$ cat src/rtl/counter_sched.sv
// Shared counter with two round-robin requesters issuing LOAD/COUNT commands.
// Three-state FSM (IDLE/EXEC/DONE); all outputs registered or decoded from state.
module counter_sched #(
  parameter int WIDTH = 3
) (
  input  logic             clk,
  input  logic             rst,
  input  logic             req0,
  input  logic             req1,
  input  logic             op0,
  input  logic             op1,
  input  logic [WIDTH-1:0] data0,
  input  logic [WIDTH-1:0] data1,
  input  logic             pause,
  output logic [WIDTH-1:0] Q,
  output logic [1:0]       grant,
  output logic [1:0]       ack,
  output logic             busy,
  output logic             wrap
);

  typedef enum logic [1:0] {
    IDLE,
    EXEC,
    DONE
  } state_t;

  state_t           state;
  logic             ptr;
  logic             op_l;
  logic [WIDTH-1:0] data_l;
  logic [WIDTH-1:0] steps;
  logic             win;
  logic             last;

  // Lone requester wins outright; the pointer only breaks ties.
  always_comb begin
    win = (req0 && req1) ? ptr : req1;
  end

  always_comb begin
    last = (steps == '0) || (steps == WIDTH'(1));
  end

  assign busy = (state != IDLE);

  always_ff @(posedge clk) begin
    if (rst) begin
      state  <= IDLE;
      Q      <= '0;
      grant  <= '0;
      ack    <= '0;
      wrap   <= 1'b0;
      steps  <= '0;
      ptr    <= 1'b0;
      op_l   <= 1'b0;
      data_l <= '0;
    end else begin
      ack  <= '0;
      wrap <= 1'b0;
      unique case (state)
        IDLE: begin
          if (req0 || req1) begin
            grant  <= win ? 2'b10 : 2'b01;
            ptr    <= ~win;
            op_l   <= win ? op1 : op0;
            data_l <= win ? data1 : data0;
            steps  <= win ? data1 : data0;
            state  <= EXEC;
          end
        end
        EXEC: begin
          if (!op_l) begin
            Q     <= data_l;
            ack   <= grant;
            state <= DONE;
          end else if (!pause) begin
            if (steps != '0) begin
              Q     <= Q + WIDTH'(1);
              wrap  <= &Q;
              steps <= steps - WIDTH'(1);
            end
            if (last) begin
              ack   <= grant;
              state <= DONE;
            end
          end
        end
        DONE: begin
          grant <= '0;
          state <= IDLE;
        end
        default: state <= IDLE;
      endcase
    end
  end

endmodule

$ cat config.mk
export PLATFORM = sky130hd
export DESIGN_NAME = counter_sched
export DESIGN_NICKNAME = d
export VERILOG_FILES = /design/src/rtl/counter_sched.sv
export SDC_FILE = /design/constraint.sdc
export NUM_CORES = 1
export LEC_CHECK = 0
export ABC_CLOCK_PERIOD_IN_PS = 2500
export CORE_UTILIZATION = 47
export DETAILED_ROUTE_END_ITERATION = 10
export GPL_TIMING_DRIVEN = 0
export HOLD_SLACK_MARGIN = 0.02
export PLACE_DENSITY = 0.77
export REMOVE_ABC_BUFFERS = 1
export SETUP_SLACK_MARGIN = 0.5
export SKIP_LAST_GASP = 1
export SLEW_MARGIN = 10
export SYNTH_ARGS = -nofsm -noshare
export SYNTH_HDL_FRONTEND = slang
export SYNTH_SLANG_ARGS = --single-unit
$ cat constraint.sdc
create_clock -name clk -period 2.5 [get_ports clk]
set_clock_uncertainty 0.1 [all_clocks]
set_input_delay 0.5 -clock clk [delete_from_list [all_inputs] [get_ports clk]]
set_output_delay 0.5 -clock clk [all_outputs]
set_load 0.03 [all_outputs]
**Word level (Yosys, flattened, before mapping)**

Cells that the tools add are included.

- Register bits after elaboration: 18
- Latch bits: 0
- Output and inout bits: 9
- Memory bits (read-only): 0
- Bits in writable memories: 0
- Word-level logic and storage cells: 65
- Memories: 0
- Input bits: 13

- Multipliers: 0
- Shifts and indexed selects: 0
- Bitwise logic cells: 4
- Reduce and logical (&&, ||, !) cells: 17
- Eq/ne operators: 11
- Div/mod/pow operators: 0
- Order comparisons: 0
- Mux-type cells: 22
- Add/sub/neg operators: 2

Operators with widths:

| kind | count |
|---|---|
| 3-bit two-way mux | 8 |
| 2-bit two-way mux | 9 |
| 2-bit != test (second input constant) | 5 |
| 3-bit AND reduction | 3 |
| 2-bit case mux with 2 select lines | 2 |
| 3-bit != test (second input constant) | 2 |
| 3-bit case mux with 2 select lines | 1 |
| 2-bit nonzero test | 3 |
| 5-bit AND reduction | 1 |
| 5-bit OR reduction | 1 |
| 1-bit NOT | 4 |
| 2-bit AND reduction | 2 |
| 3-bit by 1-bit adder with 3-bit output (second input constant) | 1 |
| 3-bit by 1-bit == test with 1-bit output (second input constant) | 1 |
| 3-bit zero test | 1 |
| 3-bit nonzero test | 1 |
| 3-bit by 1-bit subtractor with 3-bit output (second input constant) | 1 |
| 2-bit by 1-bit == test with 1-bit output (second input constant) | 1 |
| 2-bit == test (second input constant) | 1 |
| 2-bit zero test | 1 |
| 1-bit logical OR | 2 |
| 1-bit two-way mux | 2 |
| 2-bit by 1-bit != test with 1-bit output (second input constant) | 1 |
| 2-bit OR reduction | 1 |
| 1-bit logical AND | 1 |

**Logic depth before layout (Yosys ltp)**

Gate-level depths: netlist of the first run.

- Depth after elaboration: 6
- Depth in mapped cells: 7
- Mapped depth without buffers: 6

**Worst setup path after synthesis of the first run**

No wires, ideal clock.

- Kind: reg2reg
- From: reg steps[0]
- To: reg steps[0]
- Period minus slack after synthesis: 1.888 ns
- Data required time: 2.304 ns
- Arrival time: 1.693 ns
- Library setup time: 0.096 ns
- Slack: 0.612 ns
- Stages on the path, launching flop included: 8
- Path buffers: 1
- Cells stage by stage: dfxtp_1 -> inv_1 -> ha_1 -> nor2b_1 -> or4b_1 -> buf_2 -> or3_1 -> o311ai_1

- Word-level cells in the longest chain between the ends: 5
- Elaborated cells between the ends (all ways): 8
- Classes of those cells: add/sub (1); eq/ne (1); mux (4); reduce/logical (2)

RTL lines:

| what | RTL line | RTL |
|---|---|---|
| start, declared | 32 | `logic [WIDTH-1:0] steps;` |
| start signal, assigned | 68 | `steps <= win ? data1 : data0;` |
| start signal, assigned | 81 | `steps <= steps - WIDTH'(1);` |
| 3-bit by 1-bit subtractor with 3-bit output | 81 |  |
| 3-bit two-way mux | 78 | `if (steps != '0) begin` |
| 3-bit two-way mux | 77 | `end else if (!pause) begin` |
| 3-bit two-way mux | 73 | `if (!op_l) begin` |
| 3-bit case mux with 2 select lines | 61 | `unique case (state)` |

Parallel ways exist; a longest one is shown, timed or not. The select of a mux whose other input is x is not followed.
A chain may end at the register's enable or synchronous reset.

**Final worst setup path of the first run**

Ends and elaborated chain as after synthesis.

==> results of run 1 <==
[synthesized netlist by cell type, types with 2 or more instances]
| cell type | number |
|---|---|
| nor3_1 | 2 |
| o21ai_0 | 3 |
| a32oi_1 | 3 |
| and2_1 | 2 |
| buf_2 | 2 |
| a21boi_0 | 2 |
| dfxtp_1 | 18 |
| clkbuf_1 | 2 |
| nor2_1 | 7 |
| a211oi_1 | 3 |
| inv_1 | 7 |
| nor2b_1 | 2 |
| nand2b_1 | 3 |
| and3_1 | 2 |
| a311oi_1 | 3 |
| mux2i_1 | 4 |
| a21oi_1 | 7 |
| ha_1 | 5 |
| nand2_1 | 6 |
[sequential cells by signal, indices dropped and copies added (netlist names)]
name and cells:
steps 3, state 2, ptr 1, Q 3
op_l 1, wrap 1, data_l 3, ack 2
grant 2
[power groups by stage]
stage | sequential [mW] | clock [mW] | combinational [mW]
final | 0.342 | 0.183 | 0.211
after global routing | 0.347 | 0.203 | 0.234
after CTS | 0.340 | 0.183 | 0.191
after detailed placement | 0.346 | 0 | 0.189
after global placement | 0.344 | 0 | 0.185
after floorplan | 0.358 | 0 | 0.104
[per-layer routing]
layer | up-vias | share of wire, %
met5 | - | 0
met4 | 0 | 0.66
met3 | 2 | 5.6
met2 | 32 | 47
met1 | 371 | 46
li1 | 414 | -
[worst min-delay path: stages, from the launching register on]
cell     delay [ns]
dfxtp_1        0.34
nand2_1        0.05
a21oi_1        0.06
[cells by family after synthesis]
logic type	share of synthesized area, %
DFF	39.95
and+or+nand+nor	18.86
muxes	4.438
adders and majority gates	6.935
buffers and inverters	5.271
AOI/OAI and AO/OA	24.55
[final cells by class]
class                   instances  area, um^2  share of cell area, %
flip-flops and latches         18       361.6                  29.43
well taps                      25       31.28                  2.546
clock buffers                   4       36.28                  2.953
multi-input cells              70       546.8                  44.50
inverters                       7       26.28                  2.138
repair buffers                 22       226.5                  18.43
[repair_timing]
item / in CTS / in global routing
gates resized for setup: 4 / 16
setup endpoints to repair: 5 / 10
pin swaps: 0 / 3
setup buffers: 0 / 1
endpoints found under the hold margin: 0 / 0
[worst paths after layout]
| kind | end | cells past startpoint |
|---|---|---|
| hold / removal | data_l[2] | 2 |
| setup reg to reg | steps[0] | 6 |
| hold reg to reg | data_l[2] | 2 |
| setup / recovery | steps[0] | 6 |
[metrics by stage]
stage	std cells	instance area, um^2	util (%)	setup slack [ns]	power [mW]
6_report	146	1229	69.65	0.5254	0.7359
5_1_grt	146	1229	69.65	0.4765	0.7835
4_1_cts	145	1164	65.96	0.5211	0.7135
3_5_place_dp	141	1122	63.62	0.1534	0.5352
3_3_place_gp	141	1122	63.62	0.1626	0.5293
2_1_floorplan	95	880.8	-	0.6341	0.4626
==> metrics.md, run 1 <==
| Metric | Value |
|---|---|
| Max Cap Viol | `0` |
| Status | `completed` |
| Combinational Power Share | `between 20 and 30%` |
| Final setup fails | `0` |
| LEAKAGE | `around 0.54 nW` |
| Layout cells sized above 1 | `13.22%` |
| # nets final | `140` |
| Hold crit path type | `reg2reg` |
| Endpoints failing hold | `0` |
| Sw Share | `a little under a third` |
| Antenna violations before repair | `0` |
| Clock buffer depth | `2` |
| Reg2reg start | `steps[0]` |
| Largest area contributor in the netlist | `dfxtp_1` |
| Met2 Usage GRT | `34.86%` |
| CP bufs+invs | `1` |
| WHS | `0.3817 ns` |
| Crit path DAT | `2.09 ns` |
| Int Power | `502.0 uW` |
| RePlAce Congestion | `0.7423` |
| Met1 Track Usage GR | `around 29%` |
| Worst Tran Pin Value | `0.7687 ns` |
| Num ports | `22` |
| Routed WL | `1957 um` |
| Clock insertion delay at the later pin of the skew report | `0.30 ns` |
| Max FO, Critical Path | `6` |
| YS warnings | `0` |
| First-pass GRT wire length | `3353 um` |
| R2r setup slk | `0.53 ns` |
| Relative slew slack | `48.59%` |
| Num CTS Buffers | `3` |
| Number of synthesized register bits | `18` |
| DR iter-0 viols | `13` |
| Clock Pin Slew Worst Setup and Hold Paths | `0.11 ns` |
| Worst endpoint required time | `2.61 ns` |
| Drt drc | `0` |
| Clk sinks | `18` |
| Initial Util | `51.13%` |
| Clk pwr share | `24.9%` |
| Antenna cells | `0` |
| Hold_buf cts | `0` |
| Area growth syn-to-layout | `36.20%` |
| Crit path kind | `reg2reg` |
| Post-synthesis sequential area ratio | `39.94%` |
| Filler cells | `156` |
| Reg power frac | `46.5%` |
| Setup TNS Final | `0 ns` |
| Port Buf Inserts | `21` |
| CTS HTree Levels | `1` |
| Vias | `between 800 and 900` |
| Rows | `15` |
| Tot GR Track Use | `22.35%` |
| Minimum clock period | `a little under 2 ns` |
| Final period utilization | `78.99%` |
| Die extent in y | `~46 um` |
| First-pass iteration count of the detailed router | `4` |
| Post-synthesis instance area | `902.1 um^2` |
| Startpoint types | `register` |
| Commonest non-fill, non-tap cell in the layout | `dfxtp_1` |
| Hpwl dp | `around 1300 um` |
| Post-synth EDFFs | `0` |
| CTS tree | `built` |
| Yosys cell types | `36` |
| Fmax | `506.4 MHz` |
| Clock root cell | `clkbuf_4` |
| Max VDD drop | `0.4357 mV` |
| Synth Area per Inst | `9.021 um^2` |
| Die Wd | `45.81 um` |
| Post-synth top area share | `between 30 and 40%` |
| Fin. max-slew vios | `0` |
| Crit-path max cell delay | `0.57 ns` |
| Core Box Area | `1764 um^2` |
| Crit path launch | `steps[0]` |
| Net Sw Power | `roughly 230 uW` |
| Power Dens Cells | `599.0 nW/um^2` |
| Vias in the first global route | `756` |
| WL per Instance | `13.40 um` |
| Async set-reset flop share out of synthesis | `0%` |
| HP Start | `data_l[2]` |
| Gr busiest metal | `met2` |
| Vias per inst | `5.610` |
| Critical path's slowest cell | `or4b_4` |
| Most frequent cells in the layout | `dfxtp_1, clkdlybuf4s50_1, a21oi_1, nand2_1, nor2_1` |
| Crit path max-delay family | `simple AND/OR/NAND/NOR gates` |
| Critical path cell sequence | `inv_2 > ha_4 > nor2b_4 > or4b_4 > or3_4 > o311ai_4` |
| Gate Count Post-Synth | `100` |
| Worst Setup End Kind | `register` |
| Unrepaired setup endpoints after global routing | `true` |
| Pin count of the biggest net entering global routing | `20` |
| Die area | `2099 um^2` |
| GR Util met3 | `6.349%` |
| Grt total ovfl | `0` |
| Synth Flop Type | `dfxtp_1` |
| Synth area leaders | `dfxtp_1, ha_1, mux2i_1, a21oi_1, inv_1` |
| Post-DRT Antenna Nets | `0` |
Note: power is estimated with default switching activity, not from simulation.
==> run 2: changes to the inputs <==
--- a/config.mk
+++ b/config.mk
@@ -5,12 +5,13 @@
 export SDC_FILE = /design/constraint.sdc
 export NUM_CORES = 1
 export LEC_CHECK = 0
-export ABC_CLOCK_PERIOD_IN_PS = 2500
-export CORE_UTILIZATION = 47
+export ABC_CLOCK_PERIOD_IN_PS = 1600
+export CORE_ASPECT_RATIO = 1.5
+export CORE_UTILIZATION = 43
 export DETAILED_ROUTE_END_ITERATION = 10
 export GPL_TIMING_DRIVEN = 0
 export HOLD_SLACK_MARGIN = 0.02
-export PLACE_DENSITY = 0.77
+export PLACE_DENSITY = 0.74
 export REMOVE_ABC_BUFFERS = 1
 export SETUP_SLACK_MARGIN = 0.5
 export SKIP_LAST_GASP = 1
==> constraint.sdc (replaced) <==
create_clock -name clk -period 1.6 [get_ports clk]
set_clock_uncertainty 0.1 [all_clocks]
set_input_delay 0.32 -clock clk [delete_from_list [all_inputs] [get_ports clk]]
set_output_delay 0.32 -clock clk [all_outputs]
set_load 0.03 [all_outputs]
==> run 2 against run 1 <==
Non-clock buffer count is 21 higher; wire length is 30% higher; the run now ends with negative setup slack left; setup slack worse by 0.77 ns; worst hold slack worse by 0.0098 ns; global-route usage is 1.7 points higher; fmax is 7.0% higher; critical path type unchanged; combinational power is 130% higher; design area is 23% higher; die area is 9.1% higher; first-iteration DRC count grew to 2.8 times the previous value.
==> metrics.md, run 2 (same netlist as run 1, synthesis figures left out) <==
| Metric | Value |
|---|---|
| PnR worst setup slack | `-0.2453 ns (-0.7706 ns)` |
| First-pass iteration count of the detailed router | `4 (unchanged)` |
| Final setup fails | `4 (+4)` |
| Hpwl dp | `1334 um (-0.93%)` |
| Setup TNS Final | `-0.7667 ns (-0.7667 ns)` |
| Critical path's slowest cell | `or4b_4` |
| Vias per inst | `5.877 (+4.8%)` |
| Status | `finished with violations` |
| Place WS | `-0.5735 ns (-0.7269 ns)` |
| Finished Layout Cells | `163 (+12%)` |
| Hold_buf cts | `0 (unchanged)` |
| Drt drc | `0 (unchanged)` |
| Rows | `19 (+4)` |
| R2r setup slk | `-0.25 ns (-0.77 ns)` |
| RePlAce Congestion | `0.7258 (-2.2%)` |
| Finished Core Util | `79.41% (+9.8 points)` |
| Tot GR Track Use | `24.05% (+1.7 points)` |
| Die extent in y | `58.10 um (+27%)` |
| Most frequent cells in the layout | `buf_6, buf_4, dfxtp_2, clkdlybuf4s50_1, a21oi_1` |
| Worst endpoint required time | `1.70 ns (-0.91 ns)` |
| Crit path DAT | `1.95 ns (-0.14 ns)` |
| Crit path kind | `reg2reg` |
| Grt total ovfl | `0 (unchanged)` |
| Vias in the first global route | `898 (+19%)` |
| Area growth syn-to-layout | `67.41%` |
| Failing checks | `negative setup slack` |
| CTS tree | `built` |
| Clock buffer depth | `2 (unchanged)` |
| WL per Instance | `15.56 um (+16%)` |
| Crit path max-delay family | `simple AND/OR/NAND/NOR gates` |
| Routed WL | `2536 um (+30%)` |
| Num CTS Buffers | `3 (unchanged)` |
| # nets final | `161 (+15%)` |
| Relative slew slack | `51.13% (+2.5 points)` |
| DR iter-0 viols | `36 (+23)` |
| Total power | `1.313 mW (+78%)` |
| Post-DRT Antenna Nets | `0 (unchanged)` |
| Vias | `958 (+17%)` |
| Num ports | `22 (unchanged)` |
| Max VDD drop | `0.5911 mV (+36%)` |
| Die area | `2289 um^2 (+9.1%)` |
| Endpoints failing hold | `0 (unchanged)` |
| Clock insertion delay at the later pin of the skew report | `0.29 ns (about the same)` |
| Clk sinks | `18 (unchanged)` |
| Crit-path max cell delay | `0.53 ns (-0.04 ns)` |
| Final period utilization | `115.3% (+36 points)` |
| Max FO, Critical Path | `6 (unchanged)` |
| Antenna violations before repair | `0 (unchanged)` |
| Clock Pin Slew Worst Setup and Hold Paths | `0.11 ns (about the same)` |
| Unrepaired setup endpoints after global routing | `true` |
| Max Cap Viol | `0 (unchanged)` |
| Startpoint types | `register` |
| Hold crit path type | `reg2reg` |
| Minimum clock period | `1.845 ns (-0.1294 ns)` |
| Pin count of the biggest net entering global routing | `20 (unchanged)` |
| Critical path cell sequence | `inv_2 > ha_4 > nor2b_4 > or4b_4 > or3_4 > o311ai_2` |
| Initial Util | `47.43% (-3.7 points)` |
| First-pass GRT wire length | `3898 um (+16%)` |
| Clock root cell | `clkbuf_4` |
| Core Box Area | `1902 um^2 (+7.8%)` |
| Antenna cells | `0 (unchanged)` |
| Worst Tran Pin Value | `0.7330 ns (-0.03570 ns)` |
| CTS HTree Levels | `1 (unchanged)` |
| Worst Setup End Kind | `register` |
| LEAKAGE | `0.6299 nW (+17%)` |
| Fin. max-slew vios | `0 (unchanged)` |
| Port Buf Inserts | `21 (unchanged)` |
| Largest registers | `Q (3), data_l (3), steps (3)` |
| Power Dens Cells | `869.3 nW/um^2 (+45%)` |
| Placed cell count | `137 (-2.8%)` |
| Die Wd | `39.40 um (-14%)` |
| Layout cells sized above 1 | `52.82% (+40 points)` |
| Fmax | `541.9 MHz (+7.0%)` |
| CP bufs+invs | `1 (unchanged)` |
==> run 2: report_power, final <==
group	switching [mW]	internal [mW]	total (mW)	leakage (nW)
sequential	0.0416	0.496	0.538	0.154
combinational	0.235	0.256	0.490	0.455
clock	0.146	0.139	0.285	0.0210
==> run 2: timing repair <==
item                                    4_1_cts  5_1_grt
pin swaps                                    11       10
resized for setup                           103       21
setup buffers                                17        5
endpoints found under the setup margin       27       27
==> run 2: final timing paths <==
| kind | endpoint | depth (start not counted) | from |
|---|---|---|---|
| min reg2reg | data_l[2] | 2 | data_l[2] |
| max | steps[0] | 6 | steps[0] |
| max reg2reg | steps[0] | 6 | steps[0] |
| min | data_l[2] | 2 | data_l[2] |
==> run 2: cell type report <==
cell class,count,area [um^2]
flip-flops and latches,18,381.6
well taps,21,26.28
fillers,113,391.6
inverters,7,31.28
multi-input cells,70,629.4
repair buffers,43,405.4
clock buffers,4,36.28
==> run 2: through the flow <==
step / cell area, um^2 / hold WS [ns]
after floorplan: 880.8 / 0.2891
after global placement: 1117 / 0.3493
after detailed placement: 1117 / 0.3515
after CTS: 1401 / 0.3638
after global routing: 1510 / 0.4029
final: 1510 / 0.3718
==> run 2: metal layers <==
| layer | track usage, % | wire, um | vias up |
|---|---|---|---|
| met4 | 13.79 | 42 | 0 |
| met3 | 3.065 | 93 | 6 |
| met5 | 0 | 0 | - |
| met2 | 39.11 | 1368 | 34 |
| li1 | - | - | 457 |
| met1 | 28.88 | 1031 | 461 |
==> run 2: worst min-delay path, stage by stage (launching register included) <==
cell	delay, ns
dfxtp_1	0.33
nand2_1	0.05
a21oi_1	0.05
==> run 3: changes to the inputs <==
--- a/config.mk
+++ b/config.mk
@@ -7,9 +7,10 @@
 export LEC_CHECK = 0
 export ABC_CLOCK_PERIOD_IN_PS = 1600
 export CORE_ASPECT_RATIO = 1.5
+export CORE_MARGIN = 2
 export CORE_UTILIZATION = 43
+export CTS_CLUSTER_SIZE = 28
 export DETAILED_ROUTE_END_ITERATION = 10
-export GPL_TIMING_DRIVEN = 0
 export HOLD_SLACK_MARGIN = 0.02
 export PLACE_DENSITY = 0.74
 export REMOVE_ABC_BUFFERS = 1
==> run 3 against run 2 <==
Largest power group is now combinational cells; first-iteration DRC count decreased by 58%; fmax up 2.2%; critical path depth did not move; non-clock buffer count is 22 higher; combinational power grew 32%; the flow still finishes with violations (negative setup slack); core utilization increased by 6.5 points; worst hold slack worse by 0.045 ns.
==> metrics.md, run 3 (same netlist as run 1, synthesis figures left out) <==
| Metric | Value |
|---|---|
| Status | `finished with violations` |
| Failing checks | `negative setup slack` |
| Unrepaired setup endpoints after global routing | `true` |
| Finished Layout Cells | `186 (+14%)` |
| Clock root cell | `clkbuf_4` |
| First-pass GRT wire length | `4291 um (+10%)` |
| Combinational Power Share | `44.4% (+7.1 points)` |
| Max Cap Viol | `0 (unchanged)` |
| Fin. max-slew vios | `0 (unchanged)` |
| Reg2reg start | `steps[0]` |
| Cell Area, Placed | `1299 um^2 (+16%)` |
| Crit path kind | `reg2reg` |
| CTS HTree Levels | `1 (unchanged)` |
| Crit path launch | `steps[0]` |
| Die area | `2488 um^2 (+8.7%)` |
| # nets final | `183 (+14%)` |
| Drt drc | `0 (unchanged)` |
| PnR worst setup slack | `-0.2054 ns (+0.03986 ns)` |
| Hold_buf cts | `0 (unchanged)` |
| Worst Tran Pin Value | `0.2915 ns (-0.4415 ns)` |
| Num CTS Buffers | `3 (unchanged)` |
| Port Buf Inserts | `21 (unchanged)` |
| Num ports | `22 (unchanged)` |
| Commonest non-fill, non-tap cell in the layout | `buf_4` |
| Worst r2r path cells | `6 (unchanged)` |
| Final setup fails | `8 (+4)` |
| Largest registers | `Q (3), data_l (3), steps (3)` |
| Area growth syn-to-layout | `90.57%` |
| Vias per inst | `5.409 (-8.0%)` |
| Worst endpoint required time | `1.70 ns (about the same)` |
| Startpoint types | `register` |
| Net Sw Power | `463.3 uW (+9.7%)` |
| Die extent in y | `60.10 um (+3.4%)` |
| Endpoints failing hold | `0 (unchanged)` |
| Antenna violations before repair | `0 (unchanged)` |
| WL per Instance | `15.24 um (-2.1%)` |
| Finished Core Util | `85.88% (+6.5 points)` |
| Fmax | `553.9 MHz (+2.2%)` |
| Int Power | `997.5 uW (+12%)` |
| Power Dens Cells | `849.7 nW/um^2 (-2.2%)` |
| Pin count of the biggest net entering global routing | `15 (-25%)` |
| Reg power frac | `36.4% (-4.6 points)` |
| Clock insertion delay at the later pin of the skew report | `0.29 ns (about the same)` |
| Relative slew slack | `80.45% (+29 points)` |
| Post-DRT Antenna Nets | `0 (unchanged)` |
| Core Box Area | `2002 um^2 (+5.3%)` |
| Antenna cells | `0 (unchanged)` |
| Clock buffer depth | `2 (unchanged)` |
| Hpwl dp | `1717 um (+29%)` |
| Clk sinks | `18 (unchanged)` |
| R2r setup slk | `-0.21 ns (+0.04 ns)` |
| Tot GR Track Use | `22.82% (-1.2 points)` |
| Crit path DAT | `1.91 ns (-0.04 ns)` |
| Vias in the first global route | `1006 (+12%)` |
| Hold crit path type | `in2reg` |
| Reg2reg end | `steps[0]` |
| Grt total ovfl | `0 (unchanged)` |
| Die Wd | `41.40 um (+5.1%)` |
| Vias | `1006 (+5.0%)` |
| Initial Util | `45.06% (-2.4 points)` |
| Worst Setup End Kind | `register` |
| DR iter-0 viols | `15 (-58%)` |
| First-pass iteration count of the detailed router | `4 (unchanged)` |
| Final period utilization | `112.8% (-2.5 points)` |
| Rows | `20 (+1)` |
| CTS tree | `built` |
| Max FO, Critical Path | `6 (unchanged)` |
| Sw Share | `31.72% (-0.47 points)` |
| Post-route cell area | `1719 um^2 (+14%)` |
| Most frequent cells in the layout | `buf_4, buf_6, dfxtp_2, clkdlybuf4s50_1, nand2_1` |
| Clock Pin Slew Worst Setup and Hold Paths | `0.11 ns (about the same)` |
| Minimum clock period | `1.805 ns (-0.03986 ns)` |
| RePlAce Congestion | `0.7910 (+9.0%)` |
| Routed WL | `2834 um (+12%)` |
| Placed cell count | `162 (+18%)` |
| Clk pwr share | `19.2% (-2.5 points)` |
| Worst setup path end | `steps[0]` |
| Max VDD drop | `0.5904 mV (-0.13%)` |
| LEAKAGE | `0.7406 nW (+18%)` |
| Layout cells sized above 1 | `59.76% (+6.9 points)` |
[run 3: routing by layer]
metal | vias to the layer above | wire length (um) | track usage [%]
met5 | - | 0 | 0
met4 | 0 | 72 | 12.90
met3 | 8 | 89 | 3.323
met2 | 25 | 1505 | 43.08
met1 | 476 | 1166 | 23.84
li1 | 497 | - | -
[run 3: critical path, stage by stage, from the launching register on]
cell,delay (ns)
dfxtp_2,0.35
inv_2,0.05
ha_4,0.15
nor2b_4,0.12
or4b_4,0.53
or3_1,0.32
o311ai_1,0.09
[run 3: cell type report]
| type | count | area, um^2 |
|---|---|---|
| Fill cell | 114 | 282.8 |
| Timing Repair Buffer | 65 | 601.8 |
| Sequential cell | 18 | 379.1 |
| Multi-Input combinational cell | 70 | 648.1 |
| Inverter | 7 | 26.28 |
| Tap cell | 22 | 27.53 |
| Clock buffer | 4 | 36.28 |
[run 3: stage by stage]
| stage | total power, mW | hold slack [ns] | setup TNS (ns) | setup slack [ns] |
|---|---|---|---|---|
| 2_1_floorplan | 0.7228 | 0.2891 | -0.8319 | -0.2659 |
| 3_3_place_gp | 0.9082 | 0.3629 | -2.289 | -0.3719 |
| 3_5_place_dp | 0.9247 | 0.3703 | -2.738 | -0.3919 |
| 4_1_cts | 1.352 | 0.3784 | -0.7678 | -0.1808 |
| 5_1_grt | 1.533 | 0.3195 | -1.562 | -0.2388 |
| 6_report | 1.461 | 0.3267 | -1.031 | -0.2054 |
[run 3: repair_timing]
item                                    CTS  global route
setup buffers                            14             6
pin swaps                                28            14
gates resized for setup                 113            23
cloned                                    0             0
hold endpoints to repair                  0             0
endpoints found under the setup margin   27            27
[run 3: power groups by stage]
| stage | clock network [mW] | registers (mW) | logic [mW] |
|---|---|---|---|
| after floorplan | 0 | 0.560 | 0.163 |
| after global placement | 0 | 0.528 | 0.380 |
| after detailed placement | 0 | 0.530 | 0.394 |
| after CTS | 0.282 | 0.530 | 0.540 |
| after global routing | 0.310 | 0.538 | 0.685 |
| final | 0.280 | 0.532 | 0.648 |
[run 3: how the worst min path moves through the flow]
| stage | startpoint | end | slack [ns] | depth (start not counted) |
|---|---|---|---|---|
| floorplan | rst | data_l[2] | 0.29 | 1 |
| global placement | data_l[2] | data_l[2] | 0.36 | 2 |
| detailed placement | data_l[2] | data_l[2] | 0.37 | 2 |
| CTS | data_l[2] | data_l[2] | 0.38 | 2 |
| global route | req1 | ptr | 0.32 | 3 |
| finish | req1 | ptr | 0.33 | 3 |
